==> src/rtl/pc_pkg.sv <==
// pc_pkg: shared types and helpers for the program-counter unit.
// Holds the FSM state enum, default address width / reset vector and the
// address aligner used on every redirect target.
package pc_pkg;

    typedef enum logic [1:0] {
        IDLE = 2'd0,
        RUN  = 2'd1,
        TRAP = 2'd2
    } pc_state_t;

    localparam int          PC_XLEN_DEFAULT      = 32;
    localparam logic [31:0] PC_RESET_VEC_DEFAULT = 32'h0000_0000;

    // Widest address the aligner handles; callers cast to their own XLEN.
    localparam int PC_ALIGN_W = 64;

    // Clear the low lsb_bits bits of an address.
    function automatic logic [PC_ALIGN_W-1:0] align(input logic [PC_ALIGN_W-1:0] addr,
                                                    input int unsigned          lsb_bits);
        logic [PC_ALIGN_W-1:0] mask;
        mask = '1;
        mask = mask << lsb_bits;
        return addr & mask;
    endfunction

endpackage

==> src/rtl/pc_if.sv <==
// pc_if: fetch port between the PC unit and the instruction buffer.
// The PC unit is the master: it presents an address with fetch_valid and the
// buffer answers with fetch_ready.
interface pc_if #(
    parameter int XLEN = 32
);
    logic [XLEN-1:0] pc_out;
    logic            fetch_valid;
    logic            fetch_ready;

    modport master (
        output pc_out,
        output fetch_valid,
        input  fetch_ready
    );

    modport slave (
        input  pc_out,
        input  fetch_valid,
        output fetch_ready
    );
endinterface

==> src/rtl/pc_next_sel.sv <==
// pc_next_sel: combinational next-PC selection.
// Applies the RUN-state priority (ecall > mret > branch > advance > hold),
// forces IDLE / start-low to the reset vector and holds the PC in TRAP.
// The mret request arrives already gated by the top level, so this block
// is identical in both build flavours.
module pc_next_sel
    import pc_pkg::*;
#(
    parameter int              XLEN        = PC_XLEN_DEFAULT,
    parameter logic [XLEN-1:0] RESET_VEC   = XLEN'(PC_RESET_VEC_DEFAULT),
    parameter int              INSTR_BYTES = 4
) (
    input  pc_state_t       state,
    input  logic            start,
    input  logic            ecall_detected,
    input  logic [XLEN-1:0] pc_ecall,
    input  logic            mret_req,
    input  logic [XLEN-1:0] epc_cur,
    input  logic            branch_taken,
    input  logic [XLEN-1:0] branch_target,
    input  logic            fetch_ready,
    input  logic            stall,
    input  logic [XLEN-1:0] pc_cur,
    output logic [XLEN-1:0] pc_next,
    output logic            epc_load
);

    localparam int unsigned ALIGN_BITS = $clog2(INSTR_BYTES);
    localparam logic [XLEN-1:0] STEP   = XLEN'(INSTR_BYTES);

    // Priority mux: redirects bypass stall/fetch_ready, advance only on a transfer.
    always_comb begin
        pc_next  = pc_cur;
        epc_load = 1'b0;
        if (!start) begin
            pc_next = RESET_VEC;
        end else begin
            case (state)
                IDLE: pc_next = RESET_VEC;
                RUN: begin
                    if (ecall_detected) begin
                        pc_next  = XLEN'(align(PC_ALIGN_W'(pc_ecall), ALIGN_BITS));
                        epc_load = 1'b1;
                    end else if (mret_req) begin
                        pc_next = XLEN'(align(PC_ALIGN_W'(epc_cur), ALIGN_BITS));
                    end else if (branch_taken) begin
                        pc_next = XLEN'(align(PC_ALIGN_W'(branch_target), ALIGN_BITS));
                    end else if (fetch_ready && !stall) begin
                        pc_next = pc_cur + STEP;
                    end
                end
                default: pc_next = pc_cur;
            endcase
        end
    end

endmodule

==> src/rtl/pc_unit.sv <==
// pc_unit: program-counter unit for the RV32I core with instruction buffer.
// Holds the fetch address, advances it on each fetch-port transfer and applies
// branch, ecall-trap and (optionally) mret redirects.
// Build option: define PC_MRET_EN to enable mret and the EPC register;
// otherwise mret is ignored and epc_out is tied to zero.
module pc_unit
    import pc_pkg::*;
#(
    parameter int              XLEN        = PC_XLEN_DEFAULT,
    parameter logic [XLEN-1:0] RESET_VEC   = XLEN'(PC_RESET_VEC_DEFAULT),
    parameter int              INSTR_BYTES = 4
) (
    input  logic            clk,
    input  logic            reset,
    input  logic            start,
    input  logic            stall,
    input  logic            branch_taken,
    input  logic [XLEN-1:0] branch_target,
    input  logic            ecall_detected,
    input  logic [XLEN-1:0] pc_ecall,
    input  logic            mret,
    pc_if.master            fetch,
    output logic [XLEN-1:0] epc_out,
    output logic            running
);

    pc_state_t       state_q, state_d;
    logic            fetch_valid_q, fetch_valid_d;
    logic            running_q, running_d;
    logic [XLEN-1:0] pc_q, pc_next;
    logic [XLEN-1:0] epc_cur;
    logic            epc_load;
    logic            mret_req;

    // FSM state and registered status outputs.
    always_ff @(posedge clk or posedge reset) begin
        if (reset) begin
            state_q       <= IDLE;
            fetch_valid_q <= 1'b0;
            running_q     <= 1'b0;
        end else begin
            state_q       <= state_d;
            fetch_valid_q <= fetch_valid_d;
            running_q     <= running_d;
        end
    end

    // Next state; status outputs are decoded from the next state so they
    // line up with the PC register on the same edge.
    always_comb begin
        state_d       = state_q;
        fetch_valid_d = 1'b0;
        running_d     = 1'b0;
        if (!start) begin
            state_d = IDLE;
        end else begin
            case (state_q)
                IDLE:    state_d = RUN;
                RUN:     state_d = ecall_detected ? TRAP : RUN;
                TRAP:    state_d = RUN;
                default: state_d = IDLE;
            endcase
        end
        fetch_valid_d = (state_d == RUN);
        running_d     = (state_d != IDLE);
    end

    pc_next_sel #(
        .XLEN        (XLEN),
        .RESET_VEC   (RESET_VEC),
        .INSTR_BYTES (INSTR_BYTES)
    ) u_next_sel (
        .state          (state_q),
        .start          (start),
        .ecall_detected (ecall_detected),
        .pc_ecall       (pc_ecall),
        .mret_req       (mret_req),
        .epc_cur        (epc_cur),
        .branch_taken   (branch_taken),
        .branch_target  (branch_target),
        .fetch_ready    (fetch.fetch_ready),
        .stall          (stall),
        .pc_cur         (pc_q),
        .pc_next        (pc_next),
        .epc_load       (epc_load)
    );

    // Fetch address register.
    always_ff @(posedge clk or posedge reset) begin
        if (reset) begin
            pc_q <= RESET_VEC;
        end else begin
            pc_q <= pc_next;
        end
    end

`ifdef PC_MRET_EN
    logic [XLEN-1:0] epc_q;

    // Trap PC capture; held across IDLE so a later mret can still use it.
    always_ff @(posedge clk or posedge reset) begin
        if (reset) begin
            epc_q <= '0;
        end else if (epc_load) begin
            epc_q <= pc_q;
        end
    end

    assign mret_req = mret;
    assign epc_cur  = epc_q;
    assign epc_out  = epc_q;
`else
    logic unused_mret;

    assign unused_mret = mret ^ epc_load;
    assign mret_req    = 1'b0;
    assign epc_cur     = '0;
    assign epc_out     = '0;
`endif

    assign fetch.pc_out      = pc_q;
    assign fetch.fetch_valid = fetch_valid_q;
    assign running           = running_q;

endmodule

==> src/flat_wrapper.sv <==
// flat-port wrapper written by rule: the top's interface ports become plain ports
module pc_unit_flat import pc_pkg::*;
#(
    parameter int              XLEN        = PC_XLEN_DEFAULT,
    parameter logic [XLEN-1:0] RESET_VEC   = XLEN'(PC_RESET_VEC_DEFAULT),
    parameter int              INSTR_BYTES = 4
)
  (clk, reset, start, stall, branch_taken, branch_target, ecall_detected, pc_ecall, mret, epc_out, running, fetch_pc_out, fetch_fetch_valid, fetch_fetch_ready);
  pc_if #(.XLEN(XLEN)) fetch_i ();
  input  logic clk;
  input  logic reset;
  input  logic start;
  input  logic stall;
  input  logic branch_taken;
  input  logic [XLEN-1:0] branch_target;
  input  logic ecall_detected;
  input  logic [XLEN-1:0] pc_ecall;
  input  logic mret;
  output logic [XLEN-1:0] epc_out;
  output logic running;
  output wire logic [$bits(fetch_i.pc_out)-1:0] fetch_pc_out;
  output wire logic [$bits(fetch_i.fetch_valid)-1:0] fetch_fetch_valid;
  input wire logic [$bits(fetch_i.fetch_ready)-1:0] fetch_fetch_ready;
  assign fetch_pc_out = fetch_i.pc_out;
  assign fetch_fetch_valid = fetch_i.fetch_valid;
  assign fetch_i.fetch_ready = fetch_fetch_ready;
  pc_unit #(.XLEN(XLEN), .RESET_VEC(RESET_VEC), .INSTR_BYTES(INSTR_BYTES)) u_core (.clk(clk), .reset(reset), .start(start), .stall(stall), .branch_taken(branch_taken), .branch_target(branch_target), .ecall_detected(ecall_detected), .pc_ecall(pc_ecall), .mret(mret), .fetch(fetch_i), .epc_out(epc_out), .running(running));
endmodule
==> config.mk <==
export PLATFORM = sky130hd
export DESIGN_NAME = pc_unit_flat
export DESIGN_NICKNAME = d
export VERILOG_FILES = /design/src/rtl/pc_pkg.sv /design/src/rtl/pc_if.sv /design/src/rtl/pc_next_sel.sv /design/src/rtl/pc_unit.sv /design/src/flat_wrapper.sv
export SDC_FILE = /design/constraint.sdc
export NUM_CORES = 1
export LEC_CHECK = 0
export BUFFER_PORTS_ARGS = -buffer_cell sky130_fd_sc_hd__buf_2
export CAP_MARGIN = 5
export CORE_ASPECT_RATIO = 0.5
export CORE_MARGIN = 5
export CORE_UTILIZATION = 47
export CTS_CLUSTER_SIZE = 16
export DETAILED_ROUTE_END_ITERATION = 16
export HOLD_SLACK_MARGIN = 0.15
export PLACE_DENSITY = 0.81
export REMOVE_ABC_BUFFERS = 1
export SETUP_SLACK_MARGIN = 0.15
export SYNTH_ARGS = -nofsm -noshare
export SYNTH_HDL_FRONTEND = slang
export SYNTH_SLANG_ARGS = --single-unit
==> constraint.sdc <==
create_clock -name clk -period 2.7 [get_ports clk]
set_clock_uncertainty 0.15 [all_clocks]
set_input_delay 0.27 -clock clk [delete_from_list [all_inputs] [get_ports clk]]
set_output_delay 0.27 -clock clk [all_outputs]
set_load 0.02 [all_outputs]
-- After elaboration in Yosys (flattened, before gate mapping)
Cells that the tools add are included.
- input port bits: 72
- logic and storage cells: 24
- output and inout bits: 66
- flip-flop bits (word level): 36
- reductions and logical operators: 6
- add/subtract/negate cells: 1
- equal/unequal tests: 5
- mux-type cells: 8
- operator list (kind ; count):
    $mux 32 ; 4
    $pmux 32 s2 ; 1
    $add 32x3->32 const B ; 1
    $ne 5x5->1 const B ; 1
    $eq 2x1->1 const B ; 2
    $mux 2 ; 2
    $pmux 2 s2 ; 1
    $ne 3x1->1 const B ; 1
    $eq 2x2->1 const B ; 1
    $logic_not 2->1 ; 1
    $reduce_and 2->1 ; 1
    $reduce_bool 2->1 ; 1
    $reduce_or 2->1 ; 1
    $logic_and 1x1->1 ; 1
    $logic_not 1->1 ; 1

-- Logic depth before layout (Yosys ltp)
- depth in word-level cells: 7
- depth in mapped cells: 7
- gate-level depth less buffers: 6

-- Cells and area by module
From an unflattened synthesis, not the netlist that was laid out.
- cell total of the unflattened synthesis: 419
- area total of the unflattened synthesis: 3289.4 um^2
- modules (own cells, without submodules) (module ; area an instance (um^2) ; instances ; sequential area each (um^2) ; cells an instance):
    pc_next_sel ; 2105.8 ; 1 ; 0.0 ; 344
    pc_unit ; 1183.6 ; 1 ; 900.9 ; 75

-- Worst setup path before layout
Ideal clock, no wire load.
- path type: flip-flop to flip-flop
- from: register u_core.pc_q[2] (netlist: u_core.fetch.pc_out[2])
- to: register u_core.pc_q[26] (netlist: u_core.fetch.pc_out[26])
- path buffers: 0
- slack: 0.555 ns
- arrival time: 1.870 ns
- setup time: 0.126 ns
- period minus slack after synthesis: 2.145 ns
- data required time: 2.424 ns
- cell stages (with the launch flop): 7
- cells stage by stage: dfrtp_1 ha_1 and4_1 nand3_2 nor4_1 o21ai_0 a221o_1
- longest elaborated chain between the ends: 6
- RTL lines (item ; line ; source):
    from (decl) ; pc_unit.sv:30 ; logic [XLEN-1:0] pc_q, pc_next;
    from (signal assigned) ; pc_unit.sv:93 ; pc_q <= pc_next;
    $add 32x3->32 ; pc_next_sel.sv:49 ; pc_next = pc_cur + STEP;
    $mux 32 ; pc_next_sel.sv:48 ; end else if (fetch_ready && !stall) begin
    $mux 32 ; pc_next_sel.sv:46 ; end else if (branch_taken) begin
    $mux 32 ; pc_next_sel.sv:41 ; if (ecall_detected) begin
    $pmux 32 s2 ; pc_next_sel.sv:38 ; case (state)
    $mux 32 ; pc_next_sel.sv:35 ; if (!start) begin
No other way between the ends. The select of a mux whose other input is x is not followed.
A chain may end at the register's enable or synchronous reset.

-- Worst setup path in the final report
- from: register u_core.state_q[0]
- to: register u_core.pc_q[16] (netlist: u_core.fetch.pc_out[16])
- longest elaborated chain between the ends: 3
- elaborated cells between the ends (all ways): 7
- classes of those cells: eq/ne: 3; mux: 2; reduce/logical: 2
- RTL lines (item ; line ; source):
    from (decl) ; pc_unit.sv:27 ; pc_state_t state_q, state_d;
    from (signal assigned) ; pc_unit.sv:42 ; state_q <= state_d;
    $eq 2x1->1 or $logic_not 2->1 (tied branches) ; pc_next_sel.sv:38 ;
    $ne 5x5->1 (no source line) (tied with other cells) ; -- ;
    $reduce_and 2->1 (no source line) or $mux 32 (tied branches) ; -- ;
Parallel ways exist; a longest one is shown, timed or not.

==> flow_summary.toml <==
[status]
status = "complete, no violations"

[sta]
fmax_mhz = 416
timing.hold.ws_ns = 0.156
period_share = 0.891
drv_slew = 0
hold_violations = 0
relSlewSlack = 0.458
setup_viol = 0
setup_slack_ns = 0.293
period_needed_ns = 2.41
tightest_slew_ns = 0.811
finalSetupTns_ns = 0
rsz0062_at_grt = "no"

[yosys]
ys.warnings.count = 0
synth-async-reset-ratio = 1.00
yosysTopAreaCellShare = 0.292
synth_xor_area_frac = 0.0300
synth_top_flop_cell = "dfrtp_1"
netlist_instances = 358
synth_top_family_by_area = "simple AND/OR/NAND/NOR gates"
synth_area_per_cell_sq_um = 8.14
synth.largest_area_cell = "dfrtp_1"
synth_common_cells = "buf_4 (34), dfrtp_1 (34), nand2_1 (32), nor2_1 (28), o21ai_0 (16)"
yosysSeqAreaShare = 0.292
netlist_top_cells_area = "dfrtp_1 (29%), buf_4 (8.8%), nand2_1 (4.1%)"
synth_area_sq_um = 2920
synth_compound_area_frac = 0.248
synth_enable_flop_cells = 0
synth_seq_cells = 34
synth_simple_gate_area_frac = 0.279
synth_cell_types = 62
synthAdderAreaFrac = 0.00429
synth_mux_area_frac = 0.0124

[die]
ios = 138
core_sq_um = 6060
row_count = 20
die_area_sq_um = 7970
die_h_um = 65.7
fp.dieW_um = 121
start_util = 0.481

[worst_setup_path]
worstReg2RegStart = "u_core.state_q[0]"
critPathKind = "flip-flop to flip-flop"
cp_data_required_time_ns = 2.70
path_cells = "nand2b_1 -> o31ai_4 -> and2_0 -> a222oi_1 -> dlygate4sd3_1 -> o21ai_0"
r2r_end = "u_core.fetch.pc_out[16]"
worst-path-buf-inv = 1
crit_cells = 6
crit_arrival_ns = 2.41
critPathTopFamily = "buffers and inverters"
critPathLaunchType = "flip-flop"
cpPeakStageDelay_ns = 0.60
cpMaxStageDelayCell = "dlygate4sd3_1"
critPathCaptureType = "flip-flop"
ff2ff_setup_slack_ns = 0.29
ff2ff_path_depth = 6
crit_fanout = 7

[global_route]
antenna_found_initial = 0
first_global_vias = 2782
grt_max_degree = 35
track_usage = 0.229
overflow = 0
grt_pass1_wl_um = 14300

[placed_design]
dp_slack_ns = 0.391
placed_cells = 532
hpwl_um = 6750
placedInstanceArea_sq_um = 3370
io_buffers = 98
gp_congestion = 0.915

[hold_path]
hold_path_depth = 4
hold_end = "u_core.fetch.pc_out[17]"
min-delay-start = "pc_ecall[17]"
hp-class = "input port to flip-flop"

[clock_tree]
numCtsBuffers = 5
root_buffer = "clkbuf_16"
clk_latency_ns = 0.28
clk_pin_slew_ns = 0.06
post_cts_buffers = 0
cts_tree = "yes"
htree_levels = 2
clock-sinks = 34
cts_buffer_depth = 2

[routing]
first_iter_violations = 302
avgRoutedWirePerCell_um = 17.1
drc = 0
vias = 3264
finalWirelength_um = 9420
drtPass1Iterations = 8
antenna_left = 0
viasPerCell = 5.92

[layout]
final_area_sq_um = 3650
nets = 535
fin_cells = 551
syn2layout_area_growth_pct = 25.2
drive_gt1_frac = 0.281
antenna_cells = 0

[power]
power_leakage_nw = 1.69
max-vdd-ir-drop_mv = 0.220
p_per_area_nw_per_um2 = 428

[run]
maxCapViolCount = 0
tightest hold or removal path: cells and delay by family:
family / cells / cell delay, ns
buf+inv: 1 / 0.08
compound gates: 3 / 0.21
through the flow:
stage          utilization  total power, mW
2_1_floorplan            -            0.753
3_3_place_gp         0.557            0.890
3_5_place_dp         0.557            0.892
4_1_cts              0.603             1.56
5_1_grt              0.603             1.62
6_report             0.603             1.56
registers in the layout, indices dropped and copies added (netlist names):
| signal | cells |
|---|---|
| u_core.fetch.pc_out | 30 |
| u_core.state_q | 2 |
| u_core.fetch.fetch_valid | 1 |
| u_core.running | 1 |
report_power, final:
group	total (mW)	switching, mW	internal (mW)	leakage, nW
sequential	0.573	0.0406	0.533	0.461
combinational	0.330	0.206	0.123	1.15
clock	0.660	0.224	0.436	0.0771
final cells by class:
class	count	area, sq um
Timing Repair Buffer	121	691
Sequential cell	34	851
Multi-Input combinational cell	291	1800
Inverter	9	33.8
Fill cell	545	2410
Clock buffer	6	129
Clock inverter	2	37.5
Tap cell	88	110
timing repair:
item | in CTS | in global routing
resized for setup | 0 | 0
endpoints found under the hold margin | 40 | 0
hold buffers | 11 | 0
how the worst max path moves through the flow:
stage                                         end                    from
final                     u_core.fetch.pc_out[16]       u_core.state_q[0]
after global routing      u_core.fetch.pc_out[13]       u_core.state_q[1]
after CTS                 u_core.fetch.pc_out[16]       u_core.state_q[0]
after detailed placement  u_core.fetch.pc_out[26]  u_core.fetch.pc_out[3]
after global placement    u_core.fetch.pc_out[26]  u_core.fetch.pc_out[2]
after floorplan           u_core.fetch.pc_out[29]  u_core.fetch.pc_out[4]
cells by family after synthesis:
kind of cell | Yosys count
buf+inv | 66
xor+xnor | 10
simple gates | 143
fa+ha+maj | 1
mux | 3
other cells | 1
flops | 34
compound gates | 100
layer usage:
layer | up-vias | share of wire | global-route usage | wire length (um)
li1 | 1487 | - | - | -
met1 | 1516 | 0.40 | 0.314 | 3800
met2 | 229 | 0.45 | 0.364 | 4270
met3 | 32 | 0.12 | 0.0430 | 1110
met4 | 0 | 0.025 | 0.0824 | 235
met5 | - | 0 | 0 | 0
cell usage in the layout, fill, tap and decap left out, types with 9 or more instances in the layout:
master and count:
a21oi_1 15, a22oi_1 14, buf_2 98, buf_4 12, conb_1 34, dfrtp_1 34, dlygate4sd3_1 11, inv_1 9
nand2_1 32, nand4_1 12, nor2_1 28, nor3_1 10, nor4_1 10, o21ai_0 16
(Power assumes the default switching activity.)
